**src/rtl/adder_frame_pkg.sv**
```systemverilog
// Shared types and sizes for the adder frame controller and its serializer.
package adder_frame_pkg;

    typedef enum logic [1:0] {
        COLLECT  = 2'd0,
        WAIT_RES = 2'd1,
        SEND     = 2'd2
    } state_t;

    localparam int OPER_BYTES = 8;
    localparam int RES_BYTES  = 5;

endpackage

```
**src/rtl/adder_frame_ctrl_serializer.sv**
```systemverilog
// frame_tx_serializer: shifts a loaded result word out MSB byte first over a
// valid/ready handshake; done_o flags the final accepted byte.
module frame_tx_serializer
    import adder_frame_pkg::*;
(
    input  logic                   sys_clk,
    input  logic                   rst,
    input  logic                   load_i,
    input  logic [8*RES_BYTES-1:0] data_i,
    input  logic                   ready_i,
    output logic [7:0]             byte_o,
    output logic                   valid_o,
    output logic                   done_o
);

    logic [8*RES_BYTES-1:0] sh_q;
    logic [2:0]             idx_q;
    logic                   valid_q;
    logic                   xfer;

    assign xfer = valid_q && ready_i;

    always_ff @(posedge sys_clk) begin
        if (rst) begin
            sh_q    <= '0;
            idx_q   <= 3'd0;
            valid_q <= 1'b0;
        end else if (load_i) begin
            sh_q    <= data_i;
            idx_q   <= 3'd0;
            valid_q <= 1'b1;
        end else if (xfer) begin
            sh_q <= {sh_q[8*RES_BYTES-9:0], 8'h00};
            if (idx_q == 3'(RES_BYTES - 1)) begin
                idx_q   <= 3'd0;
                valid_q <= 1'b0;
            end else begin
                idx_q <= idx_q + 3'd1;
            end
        end
    end

    assign byte_o  = sh_q[8*RES_BYTES-1 -: 8];
    assign valid_o = valid_q;
    assign done_o  = xfer && (idx_q == 3'(RES_BYTES - 1));

endmodule

```
**src/rtl/adder_frame_ctrl.sv**
```systemverilog
// Collects an 8-byte operand frame, waits for the adder, returns 5 result bytes.
// Optional partial-frame timeout is built when FRAME_TIMEOUT_EN is defined.
//
// state    | meaning
// COLLECT  | shifting in operand bytes, idle when count is 0
// WAIT_RES | operands stable, waiting RESULT_LATENCY cycles for the adder
// SEND     | serializer emitting carry byte then result bytes
module adder_frame_ctrl
    import adder_frame_pkg::*;
#(
    parameter int unsigned TIMEOUT_CYCLES = 1000000,
    parameter int unsigned RESULT_LATENCY = 1
) (
    input  logic        sys_clk,
    input  logic        rst,
    input  logic [7:0]  rx_byte,
    input  logic        rx_byte_valid,
    output logic [63:0] oper_ab,
    output logic        oper_valid,
    input  logic [31:0] alu_result,
    input  logic        alu_cout,
    output logic [7:0]  tx_byte,
    output logic        tx_byte_valid,
    input  logic        tx_byte_ready,
    output logic        busy,
    output logic        frame_err
);

    state_t                 state_q;
    logic [2:0]             cnt_q;
    logic [63:0]            oper_q;
    logic                   oper_valid_q;
    logic [3:0]             wait_q;
    logic [8*RES_BYTES-1:0] res_q;
    logic                   start_q;
    logic                   busy_q;
    logic                   frame_err_q;
    logic                   tx_done;
    logic                   tmo_fire;

`ifdef FRAME_TIMEOUT_EN
    localparam int TMR_W = $clog2(TIMEOUT_CYCLES + 1);

    logic [TMR_W-1:0] tmr_q;

    // Reloaded by every strobe; only meaningful while a partial frame is held.
    always_ff @(posedge sys_clk) begin
        if (rst) begin
            tmr_q <= '0;
        end else if (rx_byte_valid) begin
            tmr_q <= TMR_W'(TIMEOUT_CYCLES - 1);
        end else if (tmr_q != '0) begin
            tmr_q <= tmr_q - 1'b1;
        end
    end

    assign tmo_fire = (state_q == COLLECT) && (cnt_q != 3'd0) && !rx_byte_valid
                      && (tmr_q == '0);
`else
    localparam bit TMO_PARAM_SET = (TIMEOUT_CYCLES != 0);

    assign tmo_fire = 1'b0 & TMO_PARAM_SET;
`endif

    always_ff @(posedge sys_clk) begin
        if (rst) begin
            state_q      <= COLLECT;
            cnt_q        <= 3'd0;
            oper_q       <= '0;
            oper_valid_q <= 1'b0;
            wait_q       <= 4'd0;
            res_q        <= '0;
            start_q      <= 1'b0;
            busy_q       <= 1'b0;
            frame_err_q  <= 1'b0;
        end else begin
            oper_valid_q <= 1'b0;
            start_q      <= 1'b0;
            frame_err_q  <= 1'b0;
            case (state_q)
                COLLECT: begin
                    if (rx_byte_valid) begin
                        oper_q <= {oper_q[55:0], rx_byte};
                        if (cnt_q == 3'(OPER_BYTES - 1)) begin
                            cnt_q        <= 3'd0;
                            oper_valid_q <= 1'b1;
                            wait_q       <= 4'(RESULT_LATENCY - 1);
                            busy_q       <= 1'b1;
                            state_q      <= WAIT_RES;
                        end else begin
                            cnt_q <= cnt_q + 3'd1;
                        end
                    end else if (tmo_fire) begin
                        cnt_q       <= 3'd0;
                        frame_err_q <= 1'b1;
                    end
                end
                WAIT_RES: begin
                    frame_err_q <= rx_byte_valid;
                    if (wait_q == 4'd0) begin
                        res_q   <= {7'b0, alu_cout, alu_result};
                        start_q <= 1'b1;
                        state_q <= SEND;
                    end else begin
                        wait_q <= wait_q - 4'd1;
                    end
                end
                SEND: begin
                    frame_err_q <= rx_byte_valid;
                    if (tx_done) begin
                        busy_q  <= 1'b0;
                        state_q <= COLLECT;
                    end
                end
                default: begin
                    busy_q  <= 1'b0;
                    state_q <= COLLECT;
                end
            endcase
        end
    end

    frame_tx_serializer u_ser (
        .sys_clk (sys_clk),
        .rst     (rst),
        .load_i  (start_q),
        .data_i  (res_q),
        .ready_i (tx_byte_ready),
        .byte_o  (tx_byte),
        .valid_o (tx_byte_valid),
        .done_o  (tx_done)
    );

    assign oper_ab    = oper_q;
    assign oper_valid = oper_valid_q;
    assign busy       = busy_q;
    assign frame_err  = frame_err_q;

endmodule

```
**config.mk**
```make
export PLATFORM = sky130hd
export DESIGN_NAME = adder_frame_ctrl
export DESIGN_NICKNAME = d
export VERILOG_FILES = /design/src/rtl/adder_frame_pkg.sv /design/src/rtl/adder_frame_ctrl_serializer.sv /design/src/rtl/adder_frame_ctrl.sv
export SDC_FILE = /design/constraint.sdc
export NUM_CORES = 1
export LEC_CHECK = 0
export ABC_AREA = 1
export BUFFER_PORTS_ARGS = -buffer_cell sky130_fd_sc_hd__buf_2
export CELL_PAD_IN_SITES_DETAIL_PLACEMENT = 0
export CELL_PAD_IN_SITES_GLOBAL_PLACEMENT = 1
export CORE_MARGIN = 8
export CORE_UTILIZATION = 40
export CTS_BUF_LIST = sky130_fd_sc_hd__clkbuf_4
export DETAILED_ROUTE_END_ITERATION = 8
export GPL_TIMING_DRIVEN = 0
export PLACE_DENSITY = 0.92
export SYNTH_ARGS = -nofsm -noshare
export SYNTH_HDL_FRONTEND = slang
export SYNTH_SLANG_ARGS = --single-unit
```
**constraint.sdc**
```tcl
create_clock -name sys_clk -period 2.05 [get_ports sys_clk]
set_clock_uncertainty 0.2 [all_clocks]
set_input_delay 0.205 -clock sys_clk [delete_from_list [all_inputs] [get_ports sys_clk]]
set_output_delay 0.205 -clock sys_clk [all_outputs]
set_load 0.02 [all_outputs]
```
=== Word-level counts from Yosys, hierarchy flattened ===
Cells that the tools add are included.

* Register bits: 154
* Latch bits: 0
* Bits in writable memories: 0
* Bits in read-only memories: 0
* Bits of input ports: 45
* Output and inout bits: 76
* Memories kept: 0

* Add/subtract/negate cells: 3
* Multipliers: 0
* Div/mod/pow operators: 0
* Order comparisons: 0
* Equality and inequality tests: 9
* Shifts and indexed selects: 0
* Mux-type cells: 22
* Bitwise logic cells: 4
* Reduce and logical (&&, ||, !) cells: 18

{| class="wikitable"
|+ Operators by type and width
! kind !! count
|-
| 40-bit 2-to-1 mux || 2
|-
| 4-bit 2-to-1 mux || 3
|-
| 4-bit AND reduction || 3
|-
| 2-bit inequality test (second input constant) || 5
|-
| 1-bit 2-to-1 mux || 8
|-
| 2-bit 2-to-1 mux || 4
|-
| 4-bit one-hot mux with 2 select lines || 1
|-
| 2-bit OR reduction || 4
|-
| 3-bit by 1-bit adder with 3-bit output (second input constant) || 2
|-
| 3-bit == test (second input constant) || 2
|-
| 3-bit 2-to-1 mux || 2
|-
| 2-bit one-hot mux with 3 select lines || 1
|-
| 2-bit AND reduction || 3
|-
| 2-bit nonzero test || 3
|-
| 4-bit logical NOT || 1
|-
| 1-bit NOT || 4
|-
| 4-bit by 1-bit subtractor with 4-bit output (second input constant) || 1
|-
| 1-bit one-hot mux with 3 select lines || 1
|-
| 3-bit OR reduction || 1
|-
| 2-bit by 1-bit == test with 1-bit output (second input constant) || 1
|-
| 2-bit == test (second input constant) || 1
|-
| 1-bit logical AND || 2
|-
| 2-bit logical NOT || 1
|}

=== Depth between registers and ports, before layout ===
* Depth after elaboration: 4
* Depth in mapped cells: 10
* Depth with buffers taken out: 10

=== By module ===
From an unflattened synthesis, not the netlist that was laid out.

* Cell total of the unflattened synthesis: 829
* Area total of the unflattened synthesis: 6236.0 um^2

{| class="wikitable"
|+ By module, submodules not included
! module !! times used !! cells each !! area an instance (um^2)
|-
| adder_frame_ctrl || 1 || 509 || 4002.6
|-
| frame_tx_serializer || 1 || 320 || 2233.4
|}

=== Worst setup path after synthesis ===
OpenSTA, ideal clock, no wires.

* Path type: register to register
* From: register cnt_q[0]
* To: register wait_q[0]
* Setup time: 116 ps
* Arrival time: 1202 ps
* Path slack: 532 ps
* Stages on the path, launching flop included: 9
* Period minus slack after synthesis: 1518 ps
* Cell sequence: dfxtp_1 -> ha_1 -> ha_1 -> nor2_1 -> nor2_1 -> nand3_1 -> inv_1 -> nor2_1 -> nor2_1

* Word-level cells in the longest chain between the ends: 3

{| class="wikitable"
|+ Ends and longest elaborated chain
! what !! RTL line !! text
|-
| start: declaration || adder_frame_ctrl.sv:30 || <nowiki>logic [2:0] cnt_q;</nowiki>
|-
| start signal: assignment || adder_frame_ctrl.sv:91 || <nowiki>cnt_q <= cnt_q + 3'd1;</nowiki>
|-
| 3-bit == test || adder_frame_ctrl.sv:84 || <nowiki>if (cnt_q == 3'(OPER_BYTES - 1)) begin</nowiki>
|-
| 2-bit inequality test (no source line) || -- ||
|-
| 4-bit AND reduction (no source line) || -- ||
|-
| end signal: assignment || adder_frame_ctrl.sv:87 || <nowiki>wait_q <= 4'(RESULT_LATENCY - 1);</nowiki>
|-
| end signal: assignment || adder_frame_ctrl.sv:105 || <nowiki>wait_q <= wait_q - 4'd1;</nowiki>
|-
| end: declaration || adder_frame_ctrl.sv:33 || <nowiki>logic [3:0] wait_q;</nowiki>
|}

No other way between the ends.
A chain may end at the register's enable or synchronous reset.

=== Final worst setup path ===
* From: register state_q[1]
* To: register res_q[20]

* Word-level cells in the longest chain between the ends: 2

{| class="wikitable"
|+ Ends and longest elaborated chain
! what !! RTL line !! text
|-
| start: declaration || adder_frame_ctrl.sv:29 || <nowiki>state_t state_q;</nowiki>
|-
| start signal: assignment || adder_frame_ctrl.sv:67 || <nowiki>state_q <= COLLECT;</nowiki>
|-
| start signal: assignment || adder_frame_ctrl.sv:89 || <nowiki>state_q <= WAIT_RES;</nowiki>
|-
| start signal: assignment || adder_frame_ctrl.sv:103 || <nowiki>state_q <= SEND;</nowiki>
|-
| 2-bit by 1-bit == test with 1-bit output || adder_frame_ctrl.sv:80 || <nowiki>case (state_q)</nowiki>
|-
| 2-bit AND reduction (no source line) || -- ||
|-
| end signal: assignment || adder_frame_ctrl.sv:101 || <nowiki>res_q <= {7'b0, alu_cout, alu_result};</nowiki>
|-
| end: declaration || adder_frame_ctrl.sv:34 || <nowiki>logic [8*RES_BYTES-1:0] res_q;</nowiki>
|}

No other way between the ends.

==> run metrics <==
crit path capture type flop; Slew HR 61.9%; clock latency on the worst-skew pair 560 ps; critical-path cell with the highest stage delay dfxtp_1; # IOs 121; Synth Instances 756; Final nets 992; clock-pin slew on the worst setup and hold paths 140 ps; Max-Cap Viols 0; RSZ-0062 raised after global routing false; final worst-path cycle share 87.8%; Hold Path Depth 4; ratio of cells with drive above 1 in the final layout 21.0%; residual DRC count 0; CTS sink cnt 154; CTS Root Cell clkbuf_4; leakage 3.19 nW; Final Core Density 51.5%; GR Util All Layers 16.4%; HPWL Detailed 11,100 µm; Core Region 14,500 µm²; H-tree depth 4; clock buffer count from CTS 17; part of the power in registers 47.4%; vias in the first global route 5,038; Clk pwr share 23.5%; CTS Buffer Depth 2; CP Class flop to flop; Setup TNS Final 0 ps; flops & latches, synth 154; sw frac 36.2%; Crit path required time 2350 ps; endpoints failing hold 0; TritonRoute pass-1 iters 4; Post-Syn Area per Cell 7.79 µm²; combinational group share of total power 29.1%; Final setup viols 0; worst-path fanout max 10; initial antenna violation count 1; Int Power 5.11 mW; Cell Area, Synth 5890 µm²; most common cell after layout, fill and taps aside nor2_1; Cells after DPL 1,060; pwr dens 1080 nW/µm²; crit start category flop; most frequent cells in the layout 172 x nor2_1, 154 x dfxtp_1, 136 x buf_2; max incr delay on CP 370 ps; Peak Freq 556 MHz; FILL cells 1,475; VDD IR max 0.000501 V; minimum clock period 1800 ps; IO Port Bufs 120; area of the multi-input gates 2220 µm²; Core Rows 44; R2R depth 6; Slew @ Worst Pin 571 ps; Final Max Slew Viols 0; switching pwr 2.90 mW; DR vias/cell 4.65; worst-path cell chain inv_1 > ha_1 > nand3_2 > clkbuf_1 > o21ai_0 > a21oi_1; largest net degree at the start of global routing 17; vias post-DR 5,286; postcts setup bufs 0; count of unique library cells instantiated by Yosys 22; Syn. warnings 0; Initial Util 40.7%; DIE HEIGHT 137 µm; Seq. cell area 3080 µm²; worst min path class input pin to flop; first-pass GRT wire length 24,400 µm; TritonCTS clock tree yes; Yosys top cell area share 52.4%; Synthesized Nets 809; Detail Route Antenna Nets 0; die footprint 18,900 µm²; Iteration-0 DRC Markers 303; register area share after synthesis 52.4%; status finished clean; Die Wd 137 µm; top cells by area, synth dfxtp_1 52%, nor2_1 11%, o21ai_0 9.3%; GRT overflow 0; routability cong. 0.793; final wirelength 15,000 µm; drt wl/cell 13.2 µm; Non-Filler Instances 1,137; P&R area growth vs syn 26.6%; Arr. time, crit path 2100 ps; cell taking the most area after synthesis dfxtp_1
synthesized netlist by cell type:
cell type,number
a21oi_1,50
a31oi_1,25
buf_2,16
buf_4,9
buf_6,13
clkbuf_1,17
clkbuf_2,2
clkinv_2,1
dfxtp_1,154
ha_1,8
inv_1,52
inv_2,4
nand2_1,84
nand2_2,1
nand3_1,32
nand3_2,1
nand4_1,1
nor2_1,172
nor2_2,1
nor3_1,2
o21ai_0,110
o21ai_1,1
through the flow:
| step | setup slack (ps) | power (mW) | hold slack (ps) | cell area, µm² |
|---|---|---|---|---|
| 2_1_floorplan | 532 | 5.41 | 125 | 5890 |
| 3_3_place_gp | 308 | 6.12 | 233 | 6720 |
| 3_5_place_dp | 242 | 6.15 | 237 | 6720 |
| 4_1_cts | 229 | 8.09 | 180 | 7450 |
| 5_1_grt | 71.2 | 8.56 | 217 | 7450 |
| 6_report | 250 | 8.01 | 230 | 7450 |
repair_timing:
action                    in CTS  in global routing
gates resized for setup        0                  0
hold buffers                  44                  0
hold endpoints to repair      80                  0
critical path, delay by kind of cell (launching register included):
family / cells / cell delay [ps]
flops: 1 / 370
simple gates: 1 / 190
compound gates: 2 / 350
buf+inv: 2 / 380
fa+ha+maj: 1 / 260
sequential cells by signal (all words and copies together), names as in the netlist:
signal	cells
res_q	33
wait_q	4
cnt_q	3
u_ser.idx_q	3
start_q	1
busy	1
u_ser.sh_q	40
oper_ab	64
oper_valid	1
frame_err	1
state_q	2
u_ser.valid_o	1
power groups by stage:
stage	Combinational, mW	Clock [mW]	Sequential [mW]
2_1_floorplan	1.27	0	4.14
3_5_place_dp	2.28	0	3.87
6_report	2.33	1.88	3.80
4_1_cts	2.35	1.94	3.81
3_3_place_gp	2.26	0	3.86
5_1_grt	2.63	2.06	3.87
metal layers:
layer / up-vias / GRT usage, % / part of all wire, %
met3: 14 / 4.81 / 6.2
met1: 2369 / 20.3 / 46
li1: 2815 / - / -
met2: 88 / 26.8 / 47
met4: 0 / 5.61 / 1.2
met5: - / 0 / 0
final timing paths:
path | start | end | slack (ps)
hold / removal | rx_byte[7] | oper_ab[7]$_SDFFE_PP0P_ | 230
setup / recovery | state_q[1]$_SDFFE_PP0P_ | res_q[20]$_SDFFE_PP0P_ | 250
hold reg to reg | res_q[5]$_SDFFE_PP0P_ | u_ser.sh_q[5]$_SDFFE_PP0P_ | 250
setup reg to reg | state_q[1]$_SDFFE_PP0P_ | res_q[20]$_SDFFE_PP0P_ | 250
logic make-up after synthesis:
group / synth area share, %
buffers and inverters: 9.90
AOI/OAI and AO/OA: 16.3
DFF: 52.4
adders and majority gates: 1.70
and+or+nand+nor: 19.7
area by class of cell:
cell class                 instances  share of cell area (%)
sequential                       154                    41.4
buffer                            57                    4.94
tap                              184                    3.09
timing repair buffer             164                    14.0
inverter                          57                    2.89
antenna                            1                  0.0336
multi-input combinational        488                    29.8
clock buffer                      20                    2.01
clock inverter                    12                    1.90
No activity file was read; power rests on OpenSTA's default activity.
